### src/rtl/perceptron_pkg.sv
// Shared definitions for the perceptron trainer: weight width, FSM states and
// the saturating add/subtract applied to weights.
package perceptron_pkg;

  localparam int WEIGHT_W = 32;

  typedef enum logic [1:0] {
    IDLE,
    EVAL,
    UPDATE
  } state_t;

  // Works in 33 bits so overflow shows up as a disagreement between the top two bits.
  function automatic logic [WEIGHT_W-1:0] sat_add(
    input logic [WEIGHT_W-1:0] a,
    input logic [WEIGHT_W-1:0] b,
    input logic                sub
  );
    logic [WEIGHT_W:0] r;
    if (sub) r = {a[WEIGHT_W-1], a} - {b[WEIGHT_W-1], b};
    else     r = {a[WEIGHT_W-1], a} + {b[WEIGHT_W-1], b};
    if (r[WEIGHT_W] != r[WEIGHT_W-1])
      return r[WEIGHT_W] ? {1'b1, {(WEIGHT_W-1){1'b0}}} : {1'b0, {(WEIGHT_W-1){1'b1}}};
    return r[WEIGHT_W-1:0];
  endfunction

endpackage

### src/rtl/perceptron_trainer_weight_update_unit.sv
// Next value for the one weight selected in UPDATE: +/- RATE with saturation,
// or unchanged when its input bit is clear.
module weight_update_unit
  import perceptron_pkg::*;
#(
  parameter int RATE = 1
) (
  input  logic [WEIGHT_W-1:0] w_cur,
  input  logic                en,
  input  logic                inc,
  output logic [WEIGHT_W-1:0] w_next
);

  localparam logic [WEIGHT_W-1:0] STEP = RATE;

  always_comb begin
    w_next = w_cur;
    if (en) w_next = sat_add(w_cur, STEP, !inc);
  end

endmodule

### src/rtl/perceptron_trainer.sv
// Single-layer perceptron trainer: owns the weights, thresholds the returned
// sum and applies the learning rule one weight per cycle on a mismatch.
module perceptron_trainer
  import perceptron_pkg::*;
#(
  parameter int N      = 8,
  parameter int RATE   = 1,
  parameter int THRESH = 1,
  parameter int W_INIT = 0
) (
  input  logic                  clk,
  input  logic                  rst_n,
  input  logic                  sample_valid,
  output logic                  sample_ready,
  input  logic [N-1:0]          x_in,
  input  logic                  target,
  input  logic                  learn_en,
  output logic [N-1:0]          x_q,
  output logic [WEIGHT_W*N-1:0] w,
  input  logic [WEIGHT_W-1:0]   sum,
  output logic                  y,
  output logic                  y_valid,
  output logic                  done,
  output logic [15:0]           err_count
);

  localparam int IDX_W = (N > 1) ? $clog2(N) : 1;

  state_t              state;
  logic [WEIGHT_W-1:0] weights [N];
  logic [IDX_W-1:0]    idx;
  logic                target_q;
  logic                learn_q;
  logic                y_new;
  logic [WEIGHT_W-1:0] w_next;

  assign sample_ready = (state == IDLE);
  assign y_new        = ($signed(sum) >= THRESH);

  for (genvar g = 0; g < N; g++) begin : g_wbus
    assign w[WEIGHT_W*g +: WEIGHT_W] = weights[g];
  end

  weight_update_unit #(
    .RATE(RATE)
  ) u_update (
    .w_cur (weights[idx]),
    .en    (x_q[idx]),
    .inc   (target_q),
    .w_next(w_next)
  );

  always_ff @(posedge clk or negedge rst_n) begin
    if (!rst_n) begin
      state     <= IDLE;
      for (int unsigned i = 0; i < N; i++) weights[i] <= W_INIT;
      idx       <= '0;
      x_q       <= '0;
      target_q  <= 1'b0;
      learn_q   <= 1'b0;
      y         <= 1'b0;
      y_valid   <= 1'b0;
      done      <= 1'b0;
      err_count <= '0;
    end else begin
      y_valid <= 1'b0;
      done    <= 1'b0;
      case (state)
        IDLE: begin
          if (sample_valid) begin
            x_q      <= x_in;
            target_q <= target;
            learn_q  <= learn_en;
            state    <= EVAL;
          end
        end
        EVAL: begin
          y       <= y_new;
          y_valid <= 1'b1;
          if (y_new == target_q) begin
            done  <= 1'b1;
            state <= IDLE;
          end else begin
            if (err_count != '1) err_count <= err_count + 16'd1;
            if (learn_q) begin
              idx   <= '0;
              state <= UPDATE;
            end else begin
              done  <= 1'b1;
              state <= IDLE;
            end
          end
        end
        UPDATE: begin
          weights[idx] <= w_next;
          if (idx == IDX_W'(N - 1)) begin
            done  <= 1'b1;
            state <= IDLE;
          end else begin
            idx <= idx + 1'b1;
          end
        end
        default: state <= IDLE;
      endcase
    end
  end

endmodule

### config.mk
export PLATFORM = sky130hd
export DESIGN_NAME = perceptron_trainer
export DESIGN_NICKNAME = d
export VERILOG_FILES = /design/src/rtl/perceptron_pkg.sv /design/src/rtl/perceptron_trainer_weight_update_unit.sv /design/src/rtl/perceptron_trainer.sv
export SDC_FILE = /design/constraint.sdc
export NUM_CORES = 1
export LEC_CHECK = 0
export CORE_UTILIZATION = 57
export CTS_CLUSTER_DIAMETER = 120
export CTS_CLUSTER_SIZE = 40
export DETAILED_ROUTE_END_ITERATION = 10
export GPL_TIMING_DRIVEN = 0
export PLACE_DENSITY = 0.87
export SLEW_MARGIN = 20
export SYNTH_ARGS = -nofsm -noshare
export SYNTH_HDL_FRONTEND = slang
export SYNTH_SLANG_ARGS = --single-unit
### constraint.sdc
create_clock -name clk -period 11.7 [get_ports clk]
set_clock_uncertainty 0.15 [all_clocks]
set_input_delay 2.925 -clock clk [delete_from_list [all_inputs] [get_ports clk]]
set_output_delay 2.925 -clock clk [all_outputs]
set_load 0.05 [all_outputs]
## Word-level counts from Yosys, hierarchy flattened

Cells that the tools add are included.

| word-level totals | value |
|---|---|
| output and inout bits | 284 |
| input port bits | 45 |
| logic and storage cells | 75 |
| flip-flop bits (word level) | 290 |

| operators by class | value |
|---|---|
| order comparisons | 4 |
| reduce and logical (&&, ||, !) cells | 7 |
| bitwise operators | 2 |
| eq/ne operators | 11 |
| muxes and demuxes | 30 |
| add/sub/neg operators | 4 |

Operators by type and width:

| kind | count |
|---|---|
| $bwmux W256 | 1 |
| $mux W32 | 7 |
| $bmux W32 S3 | 1 |
| $demux W32 S3 | 1 |
| $mux W33 | 2 |
| $add A32 B2 Y33 const B | 1 |
| $sub A32 B2 Y33 const B | 1 |
| $ge A32 B2 Y1 const B | 1 |
| $add A16 B1 Y16 const B | 1 |
| $ne A16 B16 Y1 const B | 1 |
| $ne A2 B2 Y1 const B | 5 |
| $mux W3 | 3 |
| $mux W2 | 4 |
| $mux W1 | 7 |
| $pmux W2 S3 | 1 |
| $pmux W3 S2 | 1 |
| $ge A4 B4 Y1 const B | 1 |
| $lt A3 B4 Y1 const B | 1 |
| $lt A4 B1 Y1 const B | 1 |
| $not A3 Y4 | 1 |
| $reduce_and A2 Y1 | 2 |
| $reduce_and A4 Y1 | 1 |
| $add A3 B1 Y3 const B | 1 |
| $bmux W1 S3 | 1 |
| 11 further kinds | 11 |

## Logic depth before layout (Yosys ltp)

| depth | value |
|---|---|
| depth in word-level cells | 13 |
| mapped depth | 18 |

## By module

A second synthesis with hierarchy kept.

| unflattened totals | value |
|---|---|
| cells, all modules | 1142 |
| area, all modules | 15467.3 sq um |

Modules (own cells, without submodules):

| module | cells an instance | seq. area each (sq um) | times used | area each (sq um) |
|---|---|---|---|---|
| perceptron_trainer | 814 | 7257.0 | 1 | 13113.8 |
| weight_update_unit | 328 | 0.0 | 1 | 2353.5 |

## Least setup slack after synthesis

OpenSTA, ideal clock, no wires.

| path | value |
|---|---|
| kind | reg2reg |
| start point | register idx[0] |
| end point | register weights, in the netlist w[100] |
| data required time | 11399 ps |
| stages on the path, launching flop included | 17 |
| arrival | 4612 ps |
| period minus slack after synthesis | 4913 ps |
| setup slack | 6787 ps |
| cells stage by stage | dfrtp_1 > buf_2 > buf_1 > buf_1 > mux4_2 > nand2_1 > nand2_1 > fa_1 > a211oi_1 > o21ai_1 > o2111a_1 > o2111ai_1 > a211o_1 > a31oi_4 > buf_2 > a22oi_1 > a31oi_1 |

| on the way | value |
|---|---|
| cells in the longest elaborated chain, start to end | 13 |

RTL lines:

| what | line | RTL |
|---|---|---|
| start, declared | perceptron_trainer.sv:31 | `logic [IDX_W-1:0] idx;` |
| start signal, assigned | perceptron_trainer.sv:100 | `idx <= idx + 1'b1;` |
| $not A3 Y4 (implied by the code) | perceptron_trainer.sv:47, perceptron_trainer.sv:95 |  |
| $bmux W32 S3 | perceptron_trainer.sv:47 | `.w_cur (weights[idx]),` |
| $mux W32 (implied by the code) (2 in a row) | perceptron_trainer.sv:47 |  |
| $sub A32 B2 Y33 or $add A32 B2 Y33 (tied branches) | perceptron_pkg.sv:20, perceptron_pkg.sv:21 |  |
| $mux W33 | perceptron_pkg.sv:20 | `if (sub) r = {a[WEIGHT_W-1], a} - {b[WEIGHT_W-1], b};` |
| $mux W33 | perceptron_trainer_weight_update_unit.sv:18 | `if (en) w_next = sat_add(w_cur, STEP, !inc);` |
| $ne A1 B1 Y1 | perceptron_pkg.sv:22 | `if (r[WEIGHT_W] != r[WEIGHT_W-1])` |
| $mux W1 | perceptron_pkg.sv:22 |  |
| $mux W1 | perceptron_trainer_weight_update_unit.sv:18 |  |
| $mux W32 | perceptron_pkg.sv:24 | `return r[WEIGHT_W-1:0];` |
| $mux W32 | perceptron_trainer_weight_update_unit.sv:18 |  |
| $bwmux W256 (*) | perceptron_trainer.sv:95 | `weights[idx] <= w_next;` |
| end signal, assigned by index | perceptron_trainer.sv:95 |  |
| end, declared | perceptron_trainer.sv:30 | `logic [WEIGHT_W-1:0] weights [N];` |

Every way passes the cells marked *; elsewhere a longest branch is shown, timed or not. The select of a mux whose other input is x is not followed.
A chain may end at the register's enable or synchronous reset.

## Worst setup path in the final report

| path | value |
|---|---|
| start point | register idx[1] |
| end point | register weights, in the netlist w[55] |

The elaborated chain is that of the path after synthesis.

==> results.cfg <==
[outcome]
status = finished, final reports clean

[place]
placedCellCount = 2400
gp_congestion = 0.995
port_buffers = 328
place_ws_ns = 4.92
dpl_cell_area_um2 = 20200
post-dp-hpwl_mm = 50.6

[floorplanning]
rows = 61
die_w_um = 171
die_area_um2 = 29300
design.core.area_um2 = 28000
start_util = 0.583
dieHeight_um = 171
io_pins = 329

[timing]
timing.fmax_ghz = 0.139
hold_violations = 0
tightest_slew_ns = 1.21
slew_violations = 0
finalCriticalPeriod_ns = 7.17
rsz0062_at_grt = false
relSlewSlack = 0.187
fin_ws_ns = 4.53
fin_setup_tns_ns = 0
fin_crit_sh = 0.613
setup_viol = 0

[critical_path]
cp_slowest_stage_delay_ns = 0.75
crit_path_end_kind = flip-flop
worstPathArrival_ns = 7.42
r2r_start = idx[1]$_DFFE_PN0P_
r2r_cells = 16
r2r-end = w[55]$_DFFE_PN0P_
reg2reg_setup_slack_ns = 4.53
path_delay_family = buffers and inverters
required_ns = 11.95
path_cells = clkbuf_1 -> buf_1 -> clkbuf_1 -> mux4_2 -> nand2_1 -> nand2_1 -> ha_1 -> clkbuf_1 -> nand3_1 -> nor3_1 -> o2111ai_1 -> a211o_1 -> a31oi_4 -> buf_2 -> nand2_1 -> a221oi_1
cpMaxStageDelayCell = clkbuf_1
path_class = reg -> reg
critPathBufInv = 5
critPathLaunchType = flip-flop
cp_max_fo = 10

[power_and_ir_drop]
power.internal_mw = 2.69
power_switching_mw = 3.80
peakVddDrop_mv = 0.248
swShare = 0.586
p_leak_nw = 8.41
power.density_nw_per_um2 = 316
p_clk_frac = 0.080
combPwrFrac = 0.692
seq_power_share = 0.228

[final_layout]
final_cell_mix = clkdlybuf4s50_1 (327), dfrtp_1 (290), nand2_1 (276)
layout-drive-gt1-share = 0.0702
final_area_um2 = 20500
area_growth_pct = 25.7
fillers = 2054
fin_nets = 2118
antennaDiodeCount = 0
final-instance-count-excl-fill = 2414
fin_util = 0.733
final_common_cell = clkdlybuf4s50_1

[synth]
synth-main-ff-cell = dfrtp_1
syn_inst = 1691
synth.distinct_cells = 62
ys_ff_latch = 290
synth_edf_count = 0
synthesis.nets = 1774
ys_warn_count = 0
yosysSeqAreaShare = 0.445
async_flop_share = 1.00
syn_area_per_cell_um2 = 9.65
syn-cell-area_um2 = 16300

[routing]
route.detailed.drc = 0
postRouteAntennaNets = 0
wl_per_cell_um = 28.4
wl_met2_mm = 29.7
met3_length_mm = 10.8
m1WireLength_mm = 23.8
finalWirelength_mm = 68.6
drt-vias-per-instance = 7.22
first_pass_iters = 8
top_layer = met5
drtIter0Drc = 2591
via_count = 17438

[clock_tree]
cts_tree = done
cts_made_buffers = 11
clock-sinks = 290
clk_latency_ns = 0.53
cts_setup_buffers = 0
clkTransAtPathRegs_ns = 0.14
ctsResizeCount = 0
clockRootBuffer = clkbuf_16
htreeDepth = 1
ctsHoldBuffers = 0
clockBufferDepth = 3

[min_path]
worstHoldPathCells = 1
hold_path_end = err_count[9]$_DFFE_PN0P_
min_from = err_count[9]$_DFFE_PN0P_
hold_class = reg -> reg

[global_routing]
grt_pass1_vias = 16951
grt_pass1_wl_mm = 101
grt_usage = 0.466
grt_overflow = 0
antenna_found_initial = 1
grt_max_degree = 99

[job]
cap_violations = 0
area by class of cell:
| cell class | count | area (µm²) | share of cell area |
|---|---|---|---|
| clock buffers | 12 | 279 | 0.0136 |
| well taps | 378 | 473 | 0.0230 |
| inverters | 15 | 56.3 | 0.00274 |
| clock inverters | 2 | 36.3 | 0.00177 |
| repair buffers | 331 | 3370 | 0.164 |
| flip-flops and latches | 290 | 7260 | 0.354 |
| plain buffers | 117 | 475 | 0.0232 |
| multi-input cells | 1269 | 8570 | 0.418 |
worst register-to-register path: stages, from the launching register on:
cell,delay [ns]
dfrtp_1,0.37
clkbuf_1,0.65
buf_1,0.61
clkbuf_1,0.75
mux4_2,0.43
nand2_1,0.08
nand2_1,0.19
ha_1,0.34
clkbuf_1,0.38
nand3_1,0.17
nor3_1,0.42
o2111ai_1,0.37
a211o_1,0.49
a31oi_4,0.40
buf_2,0.44
nand2_1,0.35
a221oi_1,0.47
metrics by stage:
step	total power, mW	hold slack, ns
2_1_floorplan	4.23	0.329
3_3_place_gp	5.67	0.330
3_5_place_dp	5.75	0.342
4_1_cts	6.26	0.365
5_1_grt	6.69	0.377
6_report	6.48	0.360
registers in the layout, summed over array words and instances (netlist names):
name       cells
state          2
done           1
idx            3
x_q            8
target_q       1
y              1
y_valid        1
learn_q        1
w            256
err_count     16
power groups by stage:
stage | Sequential [mW] | Clock, mW | Combinational [mW]
after floorplan | 2.12 | 0 | 2.11
after global placement | 1.47 | 0 | 4.21
after detailed placement | 1.47 | 0 | 4.28
after CTS | 1.46 | 0.506 | 4.30
after global routing | 1.48 | 0.534 | 4.68
final | 1.48 | 0.519 | 4.49
Yosys cell counts (all sizes together), types with 3 or more instances:
master / n / area [µm²]
nand2b: 9 / 56.3
xnor2: 27 / 236
mux2i: 4 / 40.0
and2: 5 / 31.3
and3: 8 / 50.1
a21oi: 64 / 320
nand2: 276 / 1040
a22oi: 6 / 45.0
mux2: 15 / 169
a221oi: 72 / 631
o211ai: 53 / 398
clkbuf: 81 / 304
a31oi: 30 / 203
a21o: 17 / 128
nor4: 10 / 62.6
nand3: 58 / 295
buf: 36 / 170
nand4: 15 / 100
mux4: 66 / 1490
nor2b: 6 / 37.5
dfrtp: 290 / 7260
ha: 37 / 463
o21ai: 88 / 444
o2111ai: 41 / 359
a211o: 3 / 26.3
o21bai: 5 / 37.5
o22ai: 3 / 18.8
nor2: 240 / 901
xor2: 12 / 105
o221ai: 48 / 420
nor3: 18 / 130
o21a: 7 / 52.6
inv: 15 / 56.3
cells by family (layout without fill, tap and decap cells):
kind of cell	after synthesis	count (layout)	synth area share
AO/OA/AOI/OAI	455	455	0.200
XOR/XNOR	39	39	0.0209
adder cells (fa/ha/maj)	38	38	0.0296
buffers and inverters	132	477	0.0325
flip-flops	290	290	0.445
multiplexers	85	85	0.104
AND/OR/NAND/NOR	652	652	0.169
worst max-delay path by stage:
stage	cells after the start	slack (ns)	to	start
floorplan	16	6.79	w[100]$_DFFE_PN0P_	idx[0]$_DFFE_PN0P_
global placement	1	-4.85	w[241]$_DFFE_PN0P_	rst_n
detailed placement	16	4.92	w[151]$_DFFE_PN0P_	idx[1]$_DFFE_PN0P_
CTS	15	4.93	w[173]$_DFFE_PN0P_	idx[0]$_DFFE_PN0P_
global route	16	4.48	w[55]$_DFFE_PN0P_	idx[1]$_DFFE_PN0P_
finish	16	4.53	w[55]$_DFFE_PN0P_	idx[1]$_DFFE_PN0P_
layer usage:
metal | track usage | up-vias
li1 | - | 6985
met2 | 0.698 | 1751
met5 | 0 | -
met4 | 0.246 | 4
met3 | 0.166 | 396
met1 | 0.593 | 8302
(Power assumes the default switching activity.)
